[config.mk]
export PLATFORM = sky130hd
export DESIGN_NAME = ddr_test_sequencer
export DESIGN_NICKNAME = d
export VERILOG_FILES = /design/src/rtl/ddr_test_sequencer.sv
export SDC_FILE = /design/constraint.sdc
export NUM_CORES = 1
export LEC_CHECK = 0
export CAP_MARGIN = 25
export CELL_PAD_IN_SITES_DETAIL_PLACEMENT = 0
export CELL_PAD_IN_SITES_GLOBAL_PLACEMENT = 1
export CORE_AREA = 5 5 173 175
export DETAILED_ROUTE_END_ITERATION = 8
export DIE_AREA = 0 0 178 180
export PLACE_DENSITY = 0.82
export SYNTH_ARGS = -nofsm -noshare
export SYNTH_HDL_FRONTEND = slang
export SYNTH_SLANG_ARGS = --single-unit
[constraint.sdc]
create_clock -name clk -period 3 [get_ports clk]
set_clock_uncertainty 0.15 [all_clocks]
set_input_delay 0.45 -clock clk [delete_from_list [all_inputs] [get_ports clk]]
set_output_delay 0.45 -clock clk [all_outputs]
set_load 0.02 [all_outputs]
[src/rtl/ddr_test_sequencer.sv]
// Single-beat AXI4 write/read-back/compare traffic sequencer for DDRMC bring-up.
// One pass per start push: write a seeded pattern over a window, read it back, report on `out`.
module ddr_test_sequencer #(
    parameter int          ADDR_W    = 64,
    parameter int          DATA_W    = 128,
    parameter logic [63:0] BASE_ADDR = 64'h0,
    parameter int          NUM_WORDS = 256,
    parameter logic [31:0] SEED      = 32'hA5A5_0000,
    parameter int          TIMEOUT   = 4096,
    parameter int          WIDTH     = 8
) (
    input  logic              clk,
    input  logic              rst_n,
    input  logic              start,
    output logic [ADDR_W-1:0] m_axi_awaddr,
    output logic [7:0]        m_axi_awlen,
    output logic [2:0]        m_axi_awsize,
    output logic [1:0]        m_axi_awburst,
    output logic              m_axi_awvalid,
    input  logic              m_axi_awready,
    output logic [DATA_W-1:0] m_axi_wdata,
    output logic [DATA_W/8-1:0] m_axi_wstrb,
    output logic              m_axi_wlast,
    output logic              m_axi_wvalid,
    input  logic              m_axi_wready,
    input  logic [1:0]        m_axi_bresp,
    input  logic              m_axi_bvalid,
    output logic              m_axi_bready,
    output logic [ADDR_W-1:0] m_axi_araddr,
    output logic [7:0]        m_axi_arlen,
    output logic [2:0]        m_axi_arsize,
    output logic [1:0]        m_axi_arburst,
    output logic              m_axi_arvalid,
    input  logic              m_axi_arready,
    input  logic [DATA_W-1:0] m_axi_rdata,
    input  logic [1:0]        m_axi_rresp,
    input  logic              m_axi_rlast,
    input  logic              m_axi_rvalid,
    output logic              m_axi_rready,
    output logic              busy,
    output logic [WIDTH-1:0]  out
);
    localparam int BYTES = DATA_W / 8;
    localparam int REPS  = DATA_W / 32;
    localparam int IDX_W = (NUM_WORDS > 1) ? $clog2(NUM_WORDS) : 1;
    localparam int ERR_W = WIDTH - 3;
    localparam int WD_W  = $clog2(TIMEOUT + 1);

    typedef enum logic [2:0] {S_IDLE, S_WR, S_WR_B, S_RD, S_RD_R, S_DONE} state_t;

    state_t             state, state_nxt;
    logic [IDX_W-1:0]   idx;
    logic [ERR_W-1:0]   err_cnt;
    logic [WD_W-1:0]    wd;
    logic               done_q, to_q, to_fire;
    logic               sync1, sync2, sync3, start_pulse;
    logic               start_go, entering, last;
    logic               aw_hs, w_hs, b_hs, ar_hs, r_hs, err_inc;
    logic [31:0]        word;
    logic [DATA_W-1:0]  pattern;
    logic               unused_rlast;

    assign unused_rlast = m_axi_rlast;

    // Address and data are pure functions of idx, so they stay stable while a valid waits.
    assign word          = SEED + 32'(idx);
    assign pattern       = {REPS{word}};
    assign m_axi_awaddr  = ADDR_W'(BASE_ADDR) + ADDR_W'(idx) * ADDR_W'(BYTES);
    assign m_axi_araddr  = m_axi_awaddr;
    assign m_axi_awlen   = 8'd0;
    assign m_axi_arlen   = 8'd0;
    assign m_axi_awsize  = 3'($clog2(BYTES));
    assign m_axi_arsize  = 3'($clog2(BYTES));
    assign m_axi_awburst = 2'b01;
    assign m_axi_arburst = 2'b01;
    assign m_axi_wdata   = pattern;
    assign m_axi_wstrb   = '1;
    assign m_axi_wlast   = 1'b1;
    assign m_axi_bready  = (state == S_WR_B);
    assign m_axi_rready  = (state == S_RD_R);

    assign busy     = !(state == S_IDLE || state == S_DONE);
    assign out      = {done_q, done_q && (err_cnt == '0) && !to_q, to_q, err_cnt};
    assign aw_hs    = m_axi_awvalid && m_axi_awready;
    assign w_hs     = m_axi_wvalid && m_axi_wready;
    assign b_hs     = m_axi_bvalid && m_axi_bready;
    assign ar_hs    = m_axi_arvalid && m_axi_arready;
    assign r_hs     = m_axi_rvalid && m_axi_rready;
    assign last     = (idx == IDX_W'(NUM_WORDS - 1));
    assign start_go = start_pulse && !busy;
    assign entering = (state_nxt != state);
    assign err_inc  = (b_hs && m_axi_bresp != 2'b00) ||
                      (r_hs && (m_axi_rresp != 2'b00 || m_axi_rdata != pattern));

    always_comb begin
        state_nxt = state;
        to_fire   = 1'b0;
        case (state)
            S_IDLE, S_DONE: if (start_pulse) state_nxt = S_WR;
            S_WR:   if ((!m_axi_awvalid || m_axi_awready) && (!m_axi_wvalid || m_axi_wready))
                        state_nxt = S_WR_B;
            S_WR_B: if (b_hs) state_nxt = last ? S_RD : S_WR;
            S_RD:   if (ar_hs) state_nxt = S_RD_R;
            S_RD_R: if (r_hs) state_nxt = last ? S_DONE : S_RD;
            default: state_nxt = S_IDLE;
        endcase
        // A completing handshake wins over the watchdog on the same cycle.
        if (busy && state_nxt == state && wd == WD_W'(TIMEOUT - 1)) begin
            state_nxt = S_DONE;
            to_fire   = 1'b1;
        end
    end

    always_ff @(posedge clk or negedge rst_n) begin
        if (!rst_n) begin
            sync1       <= 1'b0;
            sync2       <= 1'b0;
            sync3       <= 1'b0;
            start_pulse <= 1'b0;
        end else begin
            sync1       <= start;
            sync2       <= sync1;
            sync3       <= sync2;
            start_pulse <= sync2 && !sync3;
        end
    end

    always_ff @(posedge clk or negedge rst_n) begin
        if (!rst_n) state <= S_IDLE;
        else        state <= state_nxt;
    end

    always_ff @(posedge clk or negedge rst_n) begin
        if (!rst_n) begin
            m_axi_awvalid <= 1'b0;
            m_axi_wvalid  <= 1'b0;
            m_axi_arvalid <= 1'b0;
            idx           <= '0;
            err_cnt       <= '0;
            wd            <= '0;
            done_q        <= 1'b0;
            to_q          <= 1'b0;
        end else begin
            wd <= entering ? '0 : (busy ? wd + 1'b1 : wd);

            if (to_fire)                             m_axi_awvalid <= 1'b0;
            else if (entering && state_nxt == S_WR)  m_axi_awvalid <= 1'b1;
            else if (aw_hs)                          m_axi_awvalid <= 1'b0;

            if (to_fire)                             m_axi_wvalid <= 1'b0;
            else if (entering && state_nxt == S_WR)  m_axi_wvalid <= 1'b1;
            else if (w_hs)                           m_axi_wvalid <= 1'b0;

            if (to_fire)                             m_axi_arvalid <= 1'b0;
            else if (entering && state_nxt == S_RD)  m_axi_arvalid <= 1'b1;
            else if (ar_hs)                          m_axi_arvalid <= 1'b0;

            if (start_go) begin
                idx     <= '0;
                err_cnt <= '0;
                done_q  <= 1'b0;
                to_q    <= 1'b0;
            end else begin
                if (b_hs)          idx <= last ? '0 : idx + 1'b1;
                if (r_hs && !last) idx <= idx + 1'b1;
                if (err_inc && err_cnt != '1) err_cnt <= err_cnt + 1'b1;
                if (to_fire) to_q <= 1'b1;
                if (entering && state_nxt == S_DONE) done_q <= 1'b1;
            end
        end
    end
endmodule

After elaboration in Yosys (flattened, before gate mapping)
Index checks and enable logic that the tools add are counted.

word-level totals
  word-level logic and storage cells = 105
  flip-flop bits (word level) = 38
  input bits = 141

cells by class
  equal/unequal tests = 15
  $add $sub $neg = 4
  reduce and logical (&&, ||, !) cells = 42
  mux-type cells = 31

operator list
  cell                                             number
  != test 128 bit                                  1
  adder 32 x 8 -> 32 bit, first input constant     1
  two-way mux 8 bit                                4
  two-way mux 13 bit                               2
  two-way mux 3 bit                                7
  logical AND 1 bit                                19
  one-hot mux 3 bit (5 select lines)               1
  two-way mux 1 bit                                14
  adder 13 x 1 -> 13 bit, second input constant    1
  == test 13 x 12 -> 1 bit, second input constant  1
  nonzero test 3 bit                               4
  two-way mux 5 bit                                2
  nonzero test 2 bit                               5
  == test 3 x 2 -> 1 bit, second input constant    3
  == test 3 bit, second input constant             3
  adder 8 x 1 -> 8 bit, second input constant      1
  == test 8 bit, second input constant             1
  == test 3 x 1 -> 1 bit, second input constant    2
  logical NOT 1 bit                                6
  adder 5 x 1 -> 5 bit, second input constant      1
  logical NOT 5 bit                                1
  logical OR 1 bit                                 5
  != test 5 bit, second input constant             1
  == test 3 bit                                    1
  other kinds (5)                                  5

Logic depth before layout (Yosys ltp)
Gate-level depths: netlist (run 1).

  depth in word-level cells = 13
  mapped depth = 10

Worst setup path after synthesis (run 1)
No wires, ideal clock.

  kind = register -> register
  start point = reg idx[7]
  end point = reg err_cnt[1]
  path buffers = 1
  data arrival time = 2533 ps
  slack = 196 ps
  stages on the path, launching flop included = 8
  clock period less this slack = 2804 ps
  setup time = 121 ps
  cell sequence = dfrtp_1 -> buf_6 -> or4_4 -> a2111oi_4 -> nand4_2 -> o41ai_4 -> nand2_2 -> a22o_1

on the way
  longest elaborated chain between the ends = 7

RTL lines
  what                                 line  text
  from (decl)                          52    logic [IDX_W-1:0] idx;
  from (signal assigned)               164   if (b_hs) idx <= last ? '0 : idx + 1'b1;
  from (signal assigned)               165   if (r_hs && !last) idx <= idx + 1'b1;
  adder 32 x 8 -> 32 bit               66    assign word = SEED + 32'(idx);
  != test 128 bit                      93    (r_hs && (m_axi_rresp != 2'b00 || m_axi_rdata != pattern));
  logical OR 1 bit                     93
  logical AND 1 bit                    93
  logical OR 1 bit                     92    assign err_inc = (b_hs && m_axi_bresp != 2'b00) ||
  logical AND 1 bit                    166   if (err_inc && err_cnt != '1) err_cnt <= err_cnt + 1'b1;
  nonzero test 2 bit (no source line)  n/a
  to (signal assigned)                 166
  to (decl)                            53    logic [ERR_W-1:0] err_cnt;

Every way passes these cells.
A chain may end at the register's enable or synchronous reset.

Worst setup path in the final report (run 1)
  start point = in m_axi_rdata[7]
  end point = reg err_cnt[1]

on the way
  longest elaborated chain between the ends = 6

RTL lines
  what                                 line  text
  from (decl)                          35    input logic [DATA_W-1:0] m_axi_rdata,
  != test 128 bit                      93
  logical OR 1 bit                     93
  logical AND 1 bit                    93
  logical OR 1 bit                     92
  logical AND 1 bit                    166
  nonzero test 2 bit (no source line)  n/a

Every way passes these cells.

==> results of run 1 <==
==> kinds of logic (layout without fill, tap and decap cells) <==
| kind of cell | Yosys count | count (layout) | synth area share, % |
|---|---|---|---|
| xor+xnor | 20 | 20 | 3.56 |
| buf+inv | 318 | 239 | 46.9 |
| other cells | 2 | 251 | 0.153 |
| mux | 1 | 1 | 0.204 |
| flops | 38 | 38 | 19.3 |
| fa+ha+maj | 5 | 5 | 1.27 |
| simple gates | 161 | 161 | 18.8 |
| compound gates | 60 | 60 | 9.80 |
==> layout by cell type (no fill, tap or decap), types with 8 or more instances in the layout <==
| master | count |
|---|---|
| conb_1 | 251 |
| xor2_1 | 11 |
| nor3_1 | 11 |
| xnor2_1 | 9 |
| buf_4 | 18 |
| inv_1 | 10 |
| nand4_1 | 14 |
| o21ai_0 | 12 |
| nor4_1 | 8 |
| and3_1 | 9 |
| nand2_1 | 24 |
| a21oi_1 | 10 |
| nor2_1 | 32 |
| dfrtp_1 | 38 |
| nand3_1 | 12 |
| clkdlybuf4s50_1 | 200 |
==> what timing repair did <==
item	4_1_cts	5_1_grt
hold buffers	0	0
endpoints found under the setup margin	0	5
gates resized for setup	0	5
hold endpoints to repair	0	0
==> area by class of cell <==
| class | instances | area share, % |
|---|---|---|
| clock buffer | 7 | 2.07 |
| inverter | 12 | 0.705 |
| multi-input combinational | 498 | 41.0 |
| sequential | 38 | 14.9 |
| tap | 384 | 7.52 |
| timing repair buffer | 220 | 33.8 |
==> layer usage <==
metal | GRT usage (%) | routed length, um | vias up
met4 | 1.79 | 269 | 0
met5 | 0 | 0 | -
met1 | 8.66 | 5050 | 1817
met3 | 2.77 | 1870 | 20
met2 | 17.7 | 8700 | 246
li1 | - | - | 1850
==> how the worst min path moves through the flow <==
stage           from     end
6_report       rst_n   wd[6]
5_1_grt        rst_n   sync1
4_1_cts        rst_n   wd[6]
3_5_place_dp   sync1   sync2
3_3_place_gp   sync1   sync2
2_1_floorplan  rst_n  done_q
==> sequential cells by signal, indices dropped and copies added (netlist names), 3 cells and up <==
signal	cells
wd	13
idx	8
err_cnt	5
state	3
==> through the flow <==
stage	TNS (ps)	util (%)	hold WS (ps)	worst slack, ps
2_1_floorplan	0	-	4.41	196
6_report	0	22.6	-19.4	113
4_1_cts	0	22.4	199	37.0
5_1_grt	-3.19	22.6	0.0668	-3.19
3_3_place_gp	-1100	21.9	186	-263
3_5_place_dp	-1030	21.9	186	-255
==> power by group <==
group / switching, mW / internal, mW / total (mW) / leakage (nW)
sequential: 0.184 / 0.606 / 0.790 / 0.510
combinational: 1.09 / 0.760 / 1.85 / 2.22
clock: 0.191 / 0.304 / 0.495 / 0.0640
==> run metrics, run 1 <==
status finished, violations left; violated checks negative hold slack; drt pass-1 iters 6; PwrDens slightly below 500 nW/um2; starting density of the core between 10% and 20%; max_cap viols 0; DR iter-0 viols 132; largest delay contributor family on the critical path compound AO/OA/AOI/OAI gates; top_reg_cell synth dfrtp_1; CP startpoint m_axi_rdata[7]; number of synthesized flops with an enable pin 0; Synthesis Warnings 0; Register Area roughly 950 um2; crit path max-delay cell type or4_4; n_diodes 0; synth top area cells buf_4 45%, dfrtp_1 19%, nor2_1 2.4%, xor2_1 2.0%, nand2_1 1.8%; post-placement cell area approximately 6200 um2; Rel. slew slack a little under two thirds; Leakage Power 2.79 nW; Reg-to-Reg End err_cnt[1]; Hold/Removal Path Class primary input to async pin; largest net degree at the start of global routing 39; H-tree lvl count 2; Worst Setup EP err_cnt[1]; Worst Path Buf+Inv 2; largest stage delay on the critical path between 500 and 600 ps; crit path cell chain clkdlybuf4s50_1 -> or4_4 -> a2111oi_4 -> nand4_2 -> o41ai_4 -> buf_4 -> nand2_2 -> a22o_1; area of the multi-input gates about 2600 um2; Num CTS Buffers 5; Data arrival, critical path 2900 ps; routed len/inst 13.7 um; area leader, netlist buf_4; Tmin final ~2900 ps; final design area excluding fillers around 6400 um2; Final setup viols 0; post-synth top area share roughly 45%; Power, Total 3.13 mW; Die X between 150 and 200 um; Layout area overhead 30.0%; Reg2Reg Launch Point idx[7]; Setup Crit Path Kind primary input to register; die area approximately 32000 um2; WHS -19.4 ps; Reg2Reg Depth 7; cells after synthesis 605; Mapped Avg Cell Area a little over 8 um2; share of cells above drive strength 1 under 10%; number of vias per cell between 3 and 4; vias in the first global route a little under 4k; fin crit share a little under 100%; post-synth cell types ~60; Max Slew Vio Count 0; Critical Path Sink Type register; most numerous cell in the Yosys netlist buf_4; DRT Wirelength about 16000 um; GRT Util Overall under 10%; post-CTS setup buffer count 0; register area share after synthesis 19.3%; Worst Path Required 3010 ps; post-route ant nets 0; first-pass GRT wire length 22400 um; Post-synth top cells 293 x buf_4, 38 x dfrtp_1, 32 x nor2_1, 24 x nand2_1, 14 x nand4_1; fill cell count approximately 3.1k; CTS tree yes; Inst Count DP around 1.2k; initial antenna violation count 0; reg2reg setup slack roughly 280 ps; Placer Congestion 0.786; PortBufs approximately 200; Core Area 28300 um2; fin nets around 920; Levels on crit path 8; Sink Count 38; die height around 180 um; Max Fclk 0.346 GHz; Placement Rows 62; Congestion Overflow GR 0; root buffer cell clkbuf_16; post-synthesis cell area 4920 um2; Least-Margin Pin Slew roughly 540 ps; io pins between 400 and 500; Synth Register Bits 38; fin cells between 1k and 1.5k; async set-or-reset flop fraction in the synthesized netlist 100%; number of remaining DRC errors 0; DR vias about 4k; worst IR drop on VDD approximately 0.00021 V; clk buf depth 2; crit path max fanout 5; CP Launch Type primary input; DP Wirelength 13800 um; clock slew at reported path FFs approximately 50 ps; worst-skew pair later-pin latency approximately 280 ps; final hold vios 22
Power figures use the tool's default switching activity.
==> run 2, diff against run 1 <==
--- a/config.mk
+++ b/config.mk
@@ -11,7 +11,9 @@
 export CORE_AREA = 5 5 173 175
 export DETAILED_ROUTE_END_ITERATION = 8
 export DIE_AREA = 0 0 178 180
+export HOLD_SLACK_MARGIN = 0.05
 export PLACE_DENSITY = 0.82
+export SLEW_MARGIN = 20
 export SYNTH_ARGS = -nofsm -noshare
 export SYNTH_HDL_FRONTEND = slang
 export SYNTH_SLANG_ARGS = --single-unit
==> run 2 against run 1 <==
Net effect:
- the run now ends clean
- clock power barely moved
- setup slack improved by 0.70 ps
- fmax is essentially flat
- wire length up 0.23%
- register-to-register slack about the same
- design area up 0.16%
- die area unchanged
- global-route usage stayed put
- hold slack gained 220 ps
- critical path type unchanged
- critical endpoint unchanged
==> run metrics, run 2 (synthesis results as in run 1) <==
CTS tree yes; Worst Path Required approximately 3000 ps; routed len/inst about 14 um; grt peak-use layer met2; vias in the first global route between 3k and 4k; PortBufs ~200; n_diodes 0; final design area excluding fillers roughly 6400 um2; die area between 30000 and 40000 um2; DR vias ~3.9k; Final TNS setup 0 ps; commonest non-fill, non-tap cell in the layout conb_1; Final setup viols 0; clk buf depth 2; drt pass-1 iters 5; clock slew at reported path FFs about 50 ps; Critical Path Sink Type register; Die X ~180 um; hold wc startpoint sync1; Congestion Overflow GR 0; number of vias per cell 3.39; max_cap viols 0; Biggest register wd; initial antenna violation count 0; most frequent cells in the layout 251 x conb_1, 200 x clkdlybuf4s50_1, 38 x dfrtp_1; Register Area around 950 um2; CP Launch Type primary input; worst-skew pair later-pin latency around 280 ps; share of cells above drive strength 1 5.67%; Num CTS Buffers 5; crit path max fanout 5; Rel. slew slack around 64%; DR iter-0 viols around 130; Max Fclk between 0.3 and 0.4 GHz; first-pass GRT wire length around 22000 um; pre-CTS setup slack -255 ps; DP Wirelength about 14000 um; starting density of the core around 17%; Sink Count 38; DRT Wirelength roughly 16000 um; largest net degree at the start of global routing 39; Placer Congestion 0.786; Reg2Reg Launch Point idx[7]; fin crit share 96.2%; Core Area 28300 um2; io pins approximately 450; met2 Resource Use GR roughly 18%; Data arrival, critical path just under 3000 ps; Least-Margin Pin Slew about 540 ps; post-route ant nets 0; CP startpoint m_axi_rdata[7]; Placement Rows between 60 and 70; fill cell count 3102; post-placement cell area approximately 6200 um2; fin nets approximately 920; Max Slew Vio Count 0; GRT Util Overall 8.80%; die height between 150 and 200 um; worst IR drop on VDD roughly 0.00021 V; final hold vios 0; Leakage Power around 2.8 nW; met1 Use GR under 10%; Power, Total 3.14 mW; H-tree lvl count 2; max reg flops 13; number of remaining DRC errors 0; Tmin final a little under 3000 ps; Hold/Removal Path Class register to register; final worst setup slack approximately 110 ps; post-CTS setup buffer count 0; root buffer cell clkbuf_16; Setup Crit Path Kind primary input to register; PwrDens 490 nW/um2; Largest regs wd x13, idx x8, err_cnt x5; status finished clean; GR met3 Demand/Resource 2.77%; area of the multi-input gates 2620 um2; Layout area overhead 30.2%
-- run 2: cell count changes in the layout (fill, tap and decap cells not counted) --
cell           delta
dlygate4sd3_1     +1
-- run 2: final cells by class --
class | instances | area share, %
Multi-Input combinational cell | 498 | 40.9
Timing Repair Buffer | 221 | 33.9
Sequential cell | 38 | 14.9
Tap cell | 384 | 7.50
Clock buffer | 7 | 2.07
Inverter | 12 | 0.704
-- run 2: path summary, 6_finish.rpt --
path                               to  slack [ps]  cells after the start
max                        err_cnt[1]         110                      8
min                             sync2         200                      0
max reg2reg                err_cnt[1]         290                      7
min reg2reg                     sync2         200                      0
max in group asynchronous      idx[1]        1810                      3
min in group asynchronous       wd[6]         440                      2
-- run 2: power by group --
part | switching, mW | internal, mW
Sequential | 0.186 | 0.606
Combinational | 1.09 | 0.761
Clock | 0.190 | 0.304
-- run 2: metrics by stage --
stage               std cells  util (%)  hold WS [ps]
floorplan                 854         -          4.41
global route             1160      22.6           218
finish                   1160      22.6           199
global placement         1151      21.9           186
CTS                      1158      22.4           199
detailed placement       1151      21.9           186
-- run 2: worst max-delay path, cell delays in order --
cell	delay [ps]
clkdlybuf4s50_1	430
or4_4	530
a2111oi_4	380
nand4_2	240
o41ai_4	360
buf_4	190
nand2_2	80
a22o_1	240
-- run 2: timing repair --
action                                  in CTS  in global routing
hold buffers                                 0                  1
resized for setup                            0                  5
hold endpoints to repair                     0                  9
endpoints found under the setup margin       0                  5
-- run 2: per-layer routing --
| layer | share of wire, % | vias up |
|---|---|---|
| met5 | 0 | - |
| met4 | 1.6 | 0 |
| met3 | 12 | 18 |
| met2 | 55 | 245 |
| met1 | 32 | 1817 |
| li1 | - | 1849 |
==> run 3, diff against run 2 <==
--- a/config.mk
+++ b/config.mk
@@ -12,7 +12,7 @@
 export DETAILED_ROUTE_END_ITERATION = 8
 export DIE_AREA = 0 0 178 180
 export HOLD_SLACK_MARGIN = 0.05
-export PLACE_DENSITY = 0.82
+export PLACE_DENSITY = 0.72
 export SLEW_MARGIN = 20
 export SYNTH_ARGS = -nofsm -noshare
 export SYNTH_HDL_FRONTEND = slang
==> run 3 against run 2 <==
Net effect:
- die area unchanged
- non-clock buffer count is the same
- first-iteration DRC count shrank 17%
- global-route usage down 0.11 points
- power grew 2.7%
- fmax up 3.2%
- largest power group unchanged
==> run metrics, run 3 (synthesis results as in run 1) <==
hold endpoint sync2; clock slew at reported path FFs 60 ps; Data arrival, critical path 2820 ps; final worst setup slack between 200 and 250 ps; GRT Util Overall 8.69%; Leakage Power approximately 2.8 nW; DR iter-0 viols between 100 and 150; post-CTS setup buffer count 0; Max Slew Vio Count 0; number of vias per cell around 3.3; Rel. slew slack between 60% and 70%; Tmin final around 2800 ps; Hold/Removal Path Class register to register; Congestion Overflow GR 0; Core Area around 28000 um2; Reg2Reg Depth 7; CTS tree yes; Num CTS Buffers 5; max reg flops 13; crit path max fanout 6; max_cap viols 0; area of the multi-input gates 2650 um2; fin cells approximately 1.2k; n_diodes 0; H-tree lvl count 2; routed len/inst 13.5 um; fin crit share 93.2%; worst IR drop on VDD around 0.00024 V; Largest regs wd x13, idx x8, err_cnt x5; reg2reg setup slack about 370 ps; largest stage delay on the critical path approximately 540 ps; Setup Crit Path Kind primary input to register; root buffer cell clkbuf_16; PwrDens about 500 nW/um2; Final setup viols 0; PortBufs between 200 and 250; pre-CTS setup slack -416 ps; starting density of the core 17.4%; most frequent cells in the layout 251 x conb_1, 200 x clkdlybuf4s50_1, 38 x dfrtp_1; number of remaining DRC errors 0; DR vias 3881; fill cell count just over 3k; Sink Count 38; Inst Count DP approximately 1.2k; CP Launch Type primary input; Critical Path Sink Type register; Placement Rows 62; Least-Margin Pin Slew around 570 ps; io pins between 400 and 500; die area ~32000 um2; Reg2Reg Launch Point idx[7]; Layout area overhead 31.3%; CP startpoint m_axi_rdata[7]; post-placement cell area between 6000 and 7000 um2; DP Wirelength between 10000 and 15000 um; Reg-to-Reg End err_cnt[1]; first-pass GRT wire length 21800 um; worst-skew pair later-pin latency 290 ps; final design area excluding fillers around 6500 um2; Register Area 951 um2; RSZ-0062 raised after global routing no; DRT Wirelength 15700 um; clk buf depth 2; hold depth 0; largest delay contributor family on the critical path compound AO/OA/AOI/OAI gates; vias in the first global route around 3.7k; largest net degree at the start of global routing 39; Biggest register wd; Worst Path Required roughly 3000 ps; initial antenna violation count 2; Power, Total around 3.2 mW; share of cells above drive strength 1 between 6 and 7%; post-route ant nets 0; crit path max-delay cell type or4_4; die height about 180 um; drt pass-1 iters 4; hold wc startpoint sync1; Die X 178 um; Max Fclk 0.358 GHz; Placer Congestion around 0.81; final hold vios 0; Worst Path Buf+Inv 2; crit path cell chain clkdlybuf4s50_1 -> or4_4 -> a2111oi_4 -> nand4_2 -> o41ai_4 -> buf_4 -> nand2_2 -> a22o_1; commonest non-fill, non-tap cell in the layout conb_1; status finished clean; Final Core Density between 20% and 30%; fin nets approximately 920
-- run 3: changes by cell type in the layout (fill, tap and decap cells not counted), sizes merged --
| cell | before | now |
|---|---|---|
| clkbuf | 7 | 6 |
| clkinv | 0 | 1 |
| clkinvlp | 0 | 1 |
-- run 3: metrics by stage --
stage / hold slack, ps / TNS [ps]
final: 198 / 0
after global routing: 220 / 0
after CTS: 194 / 0
after detailed placement: 187 / -1750
after global placement: 185 / -2160
after floorplan: 4.41 / 0
-- run 3: cell type report --
| type | instances | share of cell area (%) |
|---|---|---|
| multi-input combinational | 498 | 41.0 |
| timing repair buffer | 221 | 33.8 |
| sequential | 38 | 14.7 |
| tap | 384 | 7.45 |
| clock buffer | 6 | 2.15 |
| inverter | 12 | 0.698 |
| clock inverter | 2 | 0.194 |
-- run 3: per-layer routing --
| layer | share of wire, % | vias up | wire (um) | GRT usage, % |
|---|---|---|---|---|
| met5 | 0.17 | - | 27 | 0 |
| met4 | 0.94 | 4 | 147 | 1.76 |
| met3 | 10 | 14 | 1600 | 2.23 |
| met2 | 50 | 224 | 7890 | 15.6 |
| met1 | 38 | 1792 | 5990 | 10.4 |
| li1 | - | 1847 | - | - |
-- run 3: timing repair --
| item | in CTS | in global routing |
|---|---|---|
| hold endpoints to repair | 0 | 18 |
| setup endpoints to repair | 4 | 5 |
| hold buffers | 0 | 1 |
| pin swaps | 0 | 3 |
| gates resized for setup | 3 | 5 |
-- run 3: where the power goes --
part | internal [mW] | leakage, nW | switching, mW | total, mW
sequential | 0.606 | 0.510 | 0.185 | 0.791
clock | 0.329 | 0.0729 | 0.222 | 0.552
combinational | 0.774 | 2.22 | 1.10 | 1.88
total | 1.71 | 2.81 | 1.51 | 3.22
-- run 3: worst max-delay path by stage --
stage                 endpoint  slack [ps]  depth (start not counted)
floorplan           err_cnt[1]         200                          7
global placement    err_cnt[4]        -500                         11
detailed placement  err_cnt[1]        -420                         11
CTS                 err_cnt[1]          40                         11
global route        err_cnt[1]          10                         11
finish              err_cnt[1]         200                          8
-- run 3: worst register-to-register path: stages, from the launching register on --
cell	delay [ps]
dfrtp_1	400
or4_4	560
a2111oi_4	370
nand4_2	160
o41ai_4	340
buf_4	200
nand2_2	80
a22o_1	240
